### src/rtl/keccak_multirate_padder_pkg.sv
// Shared definitions for the multi-rate Keccak padder: rate selects, lane counts,
// padding constants and the controller state encoding.
package keccak_pad_pkg;

    localparam int LANE_W = 64;

    localparam logic [1:0] MODE_R1344 = 2'd0;
    localparam logic [1:0] MODE_R1088 = 2'd1;
    localparam logic [1:0] MODE_R832  = 2'd2;
    localparam logic [1:0] MODE_R576  = 2'd3;

    localparam logic [4:0] LANES_R1344 = 5'd21;
    localparam logic [4:0] LANES_R1088 = 5'd17;
    localparam logic [4:0] LANES_R832  = 5'd13;
    localparam logic [4:0] LANES_R576  = 5'd9;

    // Closing bit of pad10*1 sits in the last byte of the rate.
    localparam logic [7:0] PAD_END_BYTE = 8'h80;

    typedef enum logic [1:0] {
        ST_IDLE   = 2'd0,
        ST_ABSORB = 2'd1,
        ST_PAD    = 2'd2,
        ST_FULL   = 2'd3
    } pad_state_t;

    function automatic logic [4:0] lanes_of(input logic [1:0] mode);
        logic [4:0] lanes;
        case (mode)
            MODE_R1344: lanes = LANES_R1344;
            MODE_R1088: lanes = LANES_R1088;
            MODE_R832:  lanes = LANES_R832;
            MODE_R576:  lanes = LANES_R576;
            default:    lanes = LANES_R576;
        endcase
        return lanes;
    endfunction

endpackage

### src/rtl/keccak_multirate_padder_if.sv
// Message-side and permutation-side handshake bundle of the padder.
interface keccak_multirate_padder_if #(
    parameter int MAX_LANES = 21
);
    logic                     start;
    logic [1:0]               mode;
    logic [7:0]               dsep;
    logic [63:0]              in;
    logic                     in_valid;
    logic                     is_last;
    logic [2:0]               byte_num;
    logic                     in_ready;
    logic [64*MAX_LANES-1:0]  out;
    logic                     out_valid;
    logic                     out_last;
    logic                     out_ready;
    logic                     busy;

    modport master (
        output start, mode, dsep, in, in_valid, is_last, byte_num, out_ready,
        input  in_ready, out, out_valid, out_last, busy
    );

    modport slave (
        input  start, mode, dsep, in, in_valid, is_last, byte_num, out_ready,
        output in_ready, out, out_valid, out_last, busy
    );
endinterface

### src/rtl/keccak_multirate_padder_word.sv
// Builds the lane shifted in for an accepted word: masks unused bytes of a final
// word, inserts the domain byte and closes the rate when it is the last lane.
module keccak_pad_word
    import keccak_pad_pkg::*;
(
    input  logic [63:0] in_i,
    input  logic [2:0]  byte_num_i,
    input  logic [7:0]  dsep_i,
    input  logic        is_last_i,
    input  logic        final_lane_i,
    output logic [63:0] v_o
);
    logic [63:0] masked_s;

    // Byte 0 is the most significant byte; bytes past byte_num are dropped.
    always_comb begin
        masked_s = in_i;
        if (is_last_i) begin
            for (int k = 0; k < 8; k++) begin
                if (3'(k) < byte_num_i) begin
                    masked_s[63-8*k -: 8] = in_i[63-8*k -: 8];
                end else if (3'(k) == byte_num_i) begin
                    masked_s[63-8*k -: 8] = dsep_i;
                end else begin
                    masked_s[63-8*k -: 8] = 8'h00;
                end
            end
        end else begin
            masked_s = in_i;
        end
    end

    // Final padding bit only when the message ends inside the rate's last lane.
    always_comb begin
        v_o = masked_s;
        if (is_last_i && final_lane_i) begin
            v_o = {masked_s[63:8], masked_s[7:0] | PAD_END_BYTE};
        end else begin
            v_o = masked_s;
        end
    end

endmodule

### src/rtl/keccak_multirate_padder.sv
// Multi-rate SHA-3/SHAKE message padder: packs 64-bit words into rate-sized
// blocks, applies pad10*1 with a runtime domain byte and hands blocks downstream.
module keccak_multirate_padder
    import keccak_pad_pkg::*;
#(
    parameter int MAX_LANES = 21,
    parameter int CNT_W     = 5
) (
    input  logic                          clk,
    input  logic                          reset,
    keccak_multirate_padder_if.slave      bus
);
    localparam int OUT_W = LANE_W * MAX_LANES;

    pad_state_t         state_q, state_d;
    logic [OUT_W-1:0]   out_q, out_d;
    logic [CNT_W-1:0]   cnt_q, cnt_d;
    logic [CNT_W-1:0]   lanes_q, lanes_d;
    logic [7:0]         dsep_q, dsep_d;
    logic               last_q, last_d;
    logic               in_ready_q, in_ready_d;
    logic               out_valid_q, out_valid_d;
    logic               out_last_q, out_last_d;
    logic               busy_q, busy_d;

    logic               accept_s;
    logic               final_lane_s;
    logic               block_done_s;
    logic [CNT_W-1:0]   cnt_inc_s;
    logic [63:0]        word_s;
    logic [63:0]        pad_lane_s;

    assign accept_s     = bus.in_valid & in_ready_q & (state_q == ST_ABSORB);
    assign cnt_inc_s    = cnt_q + CNT_W'(1);
    assign final_lane_s = (cnt_q == (lanes_q - CNT_W'(1)));
    assign block_done_s = (cnt_inc_s == lanes_q);
    assign pad_lane_s   = final_lane_s ? {56'd0, PAD_END_BYTE} : 64'd0;

    keccak_pad_word u_word (
        .in_i         (bus.in),
        .byte_num_i   (bus.byte_num),
        .dsep_i       (dsep_q),
        .is_last_i    (bus.is_last),
        .final_lane_i (final_lane_s),
        .v_o          (word_s)
    );

    // State, datapath and output registers.
    always_ff @(posedge clk) begin
        if (reset) begin
            state_q     <= ST_IDLE;
            out_q       <= '0;
            cnt_q       <= '0;
            lanes_q     <= '0;
            dsep_q      <= 8'h00;
            last_q      <= 1'b0;
            in_ready_q  <= 1'b0;
            out_valid_q <= 1'b0;
            out_last_q  <= 1'b0;
            busy_q      <= 1'b0;
        end else begin
            state_q     <= state_d;
            out_q       <= out_d;
            cnt_q       <= cnt_d;
            lanes_q     <= lanes_d;
            dsep_q      <= dsep_d;
            last_q      <= last_d;
            in_ready_q  <= in_ready_d;
            out_valid_q <= out_valid_d;
            out_last_q  <= out_last_d;
            busy_q      <= busy_d;
        end
    end

    // Next-state and block assembly; new lanes enter at the bottom.
    always_comb begin
        state_d = state_q;
        out_d   = out_q;
        cnt_d   = cnt_q;
        lanes_d = lanes_q;
        dsep_d  = dsep_q;
        last_d  = last_q;
        case (state_q)
            ST_IDLE: begin
                if (bus.start) begin
                    lanes_d = CNT_W'(lanes_of(bus.mode));
                    dsep_d  = bus.dsep;
                    last_d  = 1'b0;
                    state_d = ST_ABSORB;
                end else begin
                    state_d = ST_IDLE;
                end
            end
            ST_ABSORB: begin
                if (accept_s) begin
                    out_d = {out_q[OUT_W-65:0], word_s};
                    cnt_d = cnt_inc_s;
                    if (block_done_s) begin
                        last_d  = bus.is_last;
                        state_d = ST_FULL;
                    end else if (bus.is_last) begin
                        state_d = ST_PAD;
                    end else begin
                        state_d = ST_ABSORB;
                    end
                end else begin
                    state_d = ST_ABSORB;
                end
            end
            ST_PAD: begin
                out_d = {out_q[OUT_W-65:0], pad_lane_s};
                cnt_d = cnt_inc_s;
                if (block_done_s) begin
                    last_d  = 1'b1;
                    state_d = ST_FULL;
                end else begin
                    state_d = ST_PAD;
                end
            end
            ST_FULL: begin
                if (bus.out_ready) begin
                    out_d   = '0;
                    cnt_d   = '0;
                    state_d = last_q ? ST_IDLE : ST_ABSORB;
                end else begin
                    state_d = ST_FULL;
                end
            end
            default: begin
                state_d = ST_IDLE;
            end
        endcase
    end

    // Handshake outputs decoded from the upcoming state so they can be registered.
    always_comb begin
        in_ready_d  = (state_d == ST_ABSORB);
        out_valid_d = (state_d == ST_FULL);
        out_last_d  = (state_d == ST_FULL) & last_d;
        busy_d      = (state_d != ST_IDLE);
    end

    assign bus.in_ready  = in_ready_q;
    assign bus.out       = out_q;
    assign bus.out_valid = out_valid_q;
    assign bus.out_last  = out_last_q;
    assign bus.busy      = busy_q;

endmodule

### src/flat_wrapper.sv
// flat-port wrapper written by rule: the top's interface ports become plain ports
module keccak_multirate_padder_flat import keccak_pad_pkg::*;
#(
    parameter int MAX_LANES = 21,
    parameter int CNT_W     = 5
)
  (clk, reset, bus_start, bus_mode, bus_dsep, bus_in, bus_in_valid, bus_is_last, bus_byte_num, bus_out_ready, bus_in_ready, bus_out, bus_out_valid, bus_out_last, bus_busy);
  keccak_multirate_padder_if #(.MAX_LANES(MAX_LANES)) bus_i ();
  input  logic clk;
  input  logic reset;
  input wire logic [$bits(bus_i.start)-1:0] bus_start;
  input wire logic [$bits(bus_i.mode)-1:0] bus_mode;
  input wire logic [$bits(bus_i.dsep)-1:0] bus_dsep;
  input wire logic [$bits(bus_i.in)-1:0] bus_in;
  input wire logic [$bits(bus_i.in_valid)-1:0] bus_in_valid;
  input wire logic [$bits(bus_i.is_last)-1:0] bus_is_last;
  input wire logic [$bits(bus_i.byte_num)-1:0] bus_byte_num;
  input wire logic [$bits(bus_i.out_ready)-1:0] bus_out_ready;
  output wire logic [$bits(bus_i.in_ready)-1:0] bus_in_ready;
  output wire logic [$bits(bus_i.out)-1:0] bus_out;
  output wire logic [$bits(bus_i.out_valid)-1:0] bus_out_valid;
  output wire logic [$bits(bus_i.out_last)-1:0] bus_out_last;
  output wire logic [$bits(bus_i.busy)-1:0] bus_busy;
  assign bus_i.start = bus_start;
  assign bus_i.mode = bus_mode;
  assign bus_i.dsep = bus_dsep;
  assign bus_i.in = bus_in;
  assign bus_i.in_valid = bus_in_valid;
  assign bus_i.is_last = bus_is_last;
  assign bus_i.byte_num = bus_byte_num;
  assign bus_i.out_ready = bus_out_ready;
  assign bus_in_ready = bus_i.in_ready;
  assign bus_out = bus_i.out;
  assign bus_out_valid = bus_i.out_valid;
  assign bus_out_last = bus_i.out_last;
  assign bus_busy = bus_i.busy;
  keccak_multirate_padder #(.MAX_LANES(MAX_LANES), .CNT_W(CNT_W)) u_core (.clk(clk), .reset(reset), .bus(bus_i));
endmodule
### config.mk
export PLATFORM = sky130hd
export DESIGN_NAME = keccak_multirate_padder_flat
export DESIGN_NICKNAME = d
export VERILOG_FILES = /design/src/rtl/keccak_multirate_padder_pkg.sv /design/src/rtl/keccak_multirate_padder_if.sv /design/src/rtl/keccak_multirate_padder_word.sv /design/src/rtl/keccak_multirate_padder.sv /design/src/flat_wrapper.sv
export SDC_FILE = /design/constraint.sdc
export NUM_CORES = 2
export LEC_CHECK = 0
export ABC_AREA = 1
export BUFFER_PORTS_ARGS = -buffer_cell sky130_fd_sc_hd__buf_2
export CAP_MARGIN = 10
export CORE_AREA = 8 8 553 555
export DETAILED_ROUTE_END_ITERATION = 16
export DIE_AREA = 0 0 561 563
export HOLD_SLACK_MARGIN = 0.12
export PLACE_DENSITY_LB_ADDON = 0.25
export SLEW_MARGIN = 10
export SYNTH_ARGS = -nofsm -noshare
export SYNTH_HDL_FRONTEND = slang
export SYNTH_SLANG_ARGS = --single-unit
### constraint.sdc
create_clock -name clk -period 2 [get_ports clk]
set_clock_uncertainty 0.15 [all_clocks]
set_input_delay 0.1 -clock clk [delete_from_list [all_inputs] [get_ports clk]]
set_output_delay 0.1 -clock clk [all_outputs]
set_load 0.05 [all_outputs]
# Yosys cells after proc, flatten, opt, wreduce, memory -nomap -nowiden
# Index checks and enable logic that the tools add are counted.
[op_classes]
n_addsub = 2
n_lt_le_gt_ge = 8
eq_ne = 19
muxes = 39
bitwise = 3
n_reduce_logical = 8
[op_table]
columns = ["operator", "n"]
rows = [
  ["1344-bit case mux with 3 select lines", 1],
  ["1344-bit 2-to-1 mux", 2],
  ["8-bit 2-to-1 mux", 18],
  ["64-bit 2-to-1 mux", 1],
  ["5-bit case mux with 4 select lines", 1],
  ["5-bit case mux with 3 select lines", 1],
  ["3-bit == test, first input constant", 4],
  ["3-bit less-than comparator, first input constant", 4],
  ["2-bit == test, second input constant", 5],
  ["5-bit == test", 2],
  ["5-bit 2-to-1 mux", 2],
  ["2-bit 2-to-1 mux", 4],
  ["2-bit case mux with 4 select lines", 1],
  ["1-bit 2-to-1 mux", 7],
  ["2-bit by 1-bit == test with 1-bit output, second input constant", 3],
  ["2-bit by 3-bit == test with 1-bit output, first input constant", 2],
  ["1-bit by 3-bit less-than comparator with 1-bit output, first input constant", 2],
  ["2-bit by 3-bit less-than comparator with 1-bit output, first input constant", 2],
  ["5-bit by 1-bit adder with 5-bit output, second input constant", 1],
  ["5-bit by 1-bit subtractor with 5-bit output, second input constant", 1],
  ["2-bit logical NOT", 2],
  ["1-bit AND", 3],
  ["1-bit by 3-bit == test with 1-bit output, first input constant", 1],
  ["3-bit logical NOT", 1],
  ["other kinds (8)", 8],
]
[totals]
ff_bits = 1369
output_inout_bits = 1348
elab_cells = 89

# Depth between registers and ports, before layout
[depth]
word_depth = 7
ltp_mapped = 13
ltp_nobuf = 13

# Modules after synthesis
# Synthesis repeated with hierarchy kept, for this count alone.
[unflattened]
hier_cells = 6208
area_unflattened_um2 = 47804.6
[modules_own_cells]
columns = ["mod", "instances", "cells_each", "area_each_um2", "seq_area_each_um2"]
rows = [
  ["keccak_multirate_padder", 1, 6005, 46946.3, 27386.3],
  ["keccak_pad_word", 1, 203, 858.3, 0.0],
]

# Least setup slack after synthesis
# OpenSTA, ideal clock, no wires.
[synth_timing]
kind = "register -> register"
start = "register u_core.in_ready_q (netlist: u_core.bus.in_ready)"
end = "register u_core.out_q[1000] (netlist: u_core.bus.out[1000])"
setup_time_ps = 132
arrival_ps = 1703
path_slack_ps = 15
stages_incl_launch_ff = 11
path_buffers = 3
synth_period_minus_slack_ps = 1985
cell_sequence = "dfxtp_1 > nand2_1 > nor2_4 > inv_2 > nand2_4 > inv_2 > buf_4 > buf_4 > buf_2 > nand2_1 > a21oi_1"
[synth_between]
elab_chain_len = 4
[synth_rtl]
columns = ["element", "line", "rtl"]
rows = [
  ["from (decl)", "keccak_multirate_padder.sv:21", "logic in_ready_q, in_ready_d;"],
  ["from (signal assigned)", "keccak_multirate_padder.sv:68", "in_ready_q <= in_ready_d;"],
  ["1-bit AND (2 in a row)", "keccak_multirate_padder.sv:33", "assign accept_s = bus.in_valid & in_ready_q & (state_q == ST_ABSORB);"],
  ["2-bit by 1-bit != test with 1-bit output (no source line)", "--", ""],
  ["3-bit AND reduction (no source line)", "--", ""],
  ["to (signal assigned)", "keccak_multirate_padder.sv:63", "out_q <= out_d;"],
  ["to (decl)", "keccak_multirate_padder.sv:16", "logic [OUT_W-1:0] out_q, out_d;"],
]
# No other way between the ends.
# A chain may end at the register's enable or synchronous reset.

# Final worst setup path
[layout_timing]
start = "register u_core.state_q[0]"
end = "register u_core.out_q[203] (netlist: u_core.bus.out[203])"
[layout_between]
elab_chain_len = 4
word_cells_on_any_way = 9
[layout_rtl]
columns = ["element", "line", "rtl"]
rows = [
  ["from (decl)", "keccak_multirate_padder.sv:15", "pad_state_t state_q, state_d;"],
  ["from (signal assigned)", "keccak_multirate_padder.sv:62", "state_q <= state_d;"],
  ["2-bit by 1-bit == test with 1-bit output", "keccak_multirate_padder.sv:33, keccak_multirate_padder.sv:83", ""],
  ["1-bit AND", "keccak_multirate_padder.sv:33", ""],
  ["2-bit by 1-bit != test with 1-bit output (no source line)", "--", ""],
  ["3-bit AND reduction (no source line)", "--", ""],
]
# Several ways; a longest one is shown, not always the timed one.

==> flow_metrics.env <==
export IMPL_yosysUniqueCellTypes=29
export IMPL_fin_crit_sh=1.05
export IMPL_fin_ws_ns=-0.104
export IMPL_core_area_um2=298000
export IMPL_netlist_instances=6306
export IMPL_cp_slowest_cell="dfxtp_2"
export IMPL_grt_pass1_vias=52500
export IMPL_via_per_inst=4.51
export IMPL_detail_route_antenna_nets=0
export IMPL_rsz0062_at_grt="true"
export IMPL_insertion_delay_ns=0.82
export IMPL_hold_class="in2reg"
export IMPL_grt_start_max_net_pins=129
export IMPL_synth_seq_cells=1368
export IMPL_syn2layout_area_growth_pct=51.8
export IMPL_status="complete, but fails checks"
export IMPL_final_layout_size_suffix_gt1_frac=0.316
export IMPL_nNetsFinal=8141
export IMPL_slew_headroom=0.531
export IMPL_worst_slew_pin_slew_ns=0.704
export IMPL_maxClockFrequency_mhz=475
export IMPL_worstSetupEndpointType="flop"
export IMPL_numCtsBuffers=170
export IMPL_grt_use_total=0.190
export IMPL_power_density_nw_per_um2=827
export IMPL_antenna_found_initial=12
export IMPL_vdd_drop_max_uv=617
export IMPL_routed_via_count=54700
export IMPL_drt_pass1_iterations=5
export IMPL_p_leak_nw=29.5
export IMPL_path_max_fanout=8
export IMPL_synth_top_cell_by_area="dfxtp_1"
export IMPL_synth_warnings=0
export IMPL_drv_slew=0
export IMPL_fill_cells=32900
export IMPL_syn_num_nets=6391
export IMPL_fin_tns_setup_ns=-5.83
export IMPL_cp_data_arrival_time_ns=2.62
export IMPL_cts_tree="built"
export IMPL_power_total_mw=62.6
export IMPL_slowest_delay_ns=0.35
export IMPL_io_pins=1431
export IMPL_drc=0
export IMPL_clkTransAtPathRegs_ns=0.06
export IMPL_grt_pass1_wl_um=434000
export IMPL_netlist_area_leader_share=0.549
export IMPL_io_buffers=1430
export IMPL_numClockSinks=1368
export IMPL_dieHeight_um=563
export IMPL_setup_viol=240
export IMPL_synthTopCellsByArea="dfxtp_1, a21oi_1, nand3_1"
export IMPL_wl_um=331000
export IMPL_cts_max_level=4
export IMPL_grt_remaining_overflow=0
export IMPL_violations="negative setup slack"
export IMPL_synth_area_um2=49900
export IMPL_root_buffer="clkbuf_16"
export IMPL_cpMostUsedCell="buf_4"
export IMPL_cap_violations=0
export IMPL_wire_per_inst_um=27.2
export IMPL_stdcell_area_um2=75700
export IMPL_row_count=201
export IMPL_die_w_um=561
export IMPL_place_hpwl_um=253000
export IMPL_start_util=0.167
export IMPL_cts_buffer_depth=4
export IMPL_layout_min_cycle_time_ns=2.10
export IMPL_die_area_um2=316000
export IMPL_gp_congestion=0.925
export IMPL_crit_type="reg2reg"
export IMPL_syn_area_per_cell_um2=7.91
export IMPL_place_area_um2=63900
export IMPL_ys_seq_area_frac=0.549
export IMPL_dp_slack_ns=-0.128
export IMPL_hold_viol_final=0
export IMPL_crit_required_ns=2.52
export IMPL_startpoint_type="flop"
export IMPL_drtIter0Drc=4705
export IMPL_path_cells="buf_6, nand2_4, nor2_4, inv_4, nand2_8, clkinv_16, buf_12, buf_16, buf_4, clkbuf_16, buf_4, nand2_1, a21oi_1"
==> stage by stage <==
step / hold slack [ns] / util / std cells
after CTS: 0.152 / 0.244 / 12100
final: 0.262 / 0.254 / 12100
after global routing: 0.205 / 0.254 / 12100
after floorplan: 0.0397 / - / 6306
after global placement: 0.199 / 0.215 / 11500
after detailed placement: 0.196 / 0.215 / 11500
==> sequential cells by signal (all words and copies together) (netlist names) <==
register	flops
u_core.bus.busy	1
u_core.bus.in_ready	1
u_core.bus.out	1344
u_core.bus.out_last	1
u_core.bus.out_valid	1
u_core.cnt_q	5
u_core.dsep_q	8
u_core.lanes_q	4
u_core.last_q	1
u_core.state_q	2
==> routing by layer <==
layer,share of wire,global-route usage,vias to the layer above
met5,0.000070,0,-
met4,0.035,0.0569,4
met3,0.078,0.0516,385
met2,0.49,0.336,2277
met1,0.40,0.225,27100
li1,-,-,25000
==> Yosys cell counts <==
| master | instances |
|---|---|
| nand2_1 | 1477 |
| dfxtp_1 | 1368 |
| a21oi_1 | 1352 |
| nand3_1 | 1295 |
| clkbuf_1 | 308 |
| buf_2 | 273 |
| o21ai_0 | 79 |
| nor2_1 | 48 |
| inv_1 | 45 |
| o22ai_1 | 17 |
| buf_4 | 15 |
| inv_2 | 4 |
| buf_1 | 3 |
| a221oi_1 | 2 |
| ha_1 | 2 |
| nand2_2 | 2 |
| o211ai_1 | 2 |
| xnor2_1 | 2 |
| xor2_1 | 2 |
| a31oi_1 | 1 |
| buf_6 | 1 |
| clkinv_1 | 1 |
| nand2_4 | 1 |
| nand4_1 | 1 |
| nor2_4 | 1 |
| nor3_1 | 1 |
| o21ai_1 | 1 |
| o21ai_2 | 1 |
| or2_1 | 1 |
==> area by class of cell <==
class                   count  area, um2  area share
flip-flops and latches   1368      27500       0.363
multi-input cells        4288      21000       0.277
repair buffers           2178      16600       0.219
well taps                3958       4950      0.0654
clock buffers             232       4810      0.0635
clock inverters            53        661     0.00873
inverters                  50        221     0.00293
diodes                      5       12.5    0.000165
==> where the power goes <==
group	switching [mW]	internal, mW	leakage (nW)
clock	12.9	18.3	2.69
sequential	0.0566	27.3	11.1
combinational	2.42	1.56	15.8
==> worst max-delay path: cells and delay by family, from the launching register on <==
kind / cells / cell delay, ns
flops: 1 / 0.35
simple gates: 4 / 0.36
compound gates: 1 / 0.07
buf+inv: 8 / 1.02
==> final timing paths <==
kind,from,slack [ns],endpoint,cells past startpoint
max,u_core.state_q[0]$_SDFF_PP0_,-0.10,u_core.bus.out[203]$_SDFFE_PP0P_,13
min,bus_start,0.26,u_core.lanes_q[4]$_SDFFE_PP0P_,4
min reg2reg,u_core.bus.out[514]$_SDFFE_PP0P_,0.30,u_core.bus.out[578]$_SDFFE_PP0P_,2
max reg2reg,u_core.state_q[0]$_SDFF_PP0_,-0.10,u_core.bus.out[203]$_SDFFE_PP0P_,13
==> repair_timing <==
action | 4_1_cts | 5_1_grt
gates cloned | 12 | 49
setup buffers | 8 | 25
pin swaps | 1 | 112
hold endpoints to repair | 1368 | 1
hold buffers | 208 | 1
setup endpoints to repair | 1057 | 1342
resized for setup | 236 | 441
==> cell usage in the layout, fill, tap and decap left out, types with 3 or more instances in the layout <==
cell,instances
dfxtp_1,1296
nand3_1,1244
a21oi_1,1215
inv_2,5
clkinvlp_4,7
nand3_2,44
inv_6,4
buf_12,83
buf_4,361
diode_2,5
clkinv_2,23
nand2_2,30
nand2_1,1395
nor2_4,3
a21oi_2,137
dlygate4sd3_1,209
buf_6,51
nand3_4,7
nand2_4,53
o21ai_0,77
nor2_1,44
o22ai_1,17
bufinv_16,12
buf_8,28
bufbuf_16,6
clkbuf_1,31
buf_2,1360
inv_4,3
buf_16,39
dfxtp_2,71
clkbuf_8,30
clkinv_4,3
clkbuf_16,212
inv_1,40
inv_16,3
==> logic make-up (layout without fill, tap and decap cells) <==
group,count (synthesis),in the layout,synth area share
xor+xnor,4,4,0.000703
buf+inv,650,2513,0.0571
other cells,0,5,0
simple gates,2827,2827,0.246
flops,1368,1368,0.549
compound gates,1455,1455,0.147
fa+ha+maj,2,2,0.000502
No activity file was read; power rests on OpenSTA's default activity.
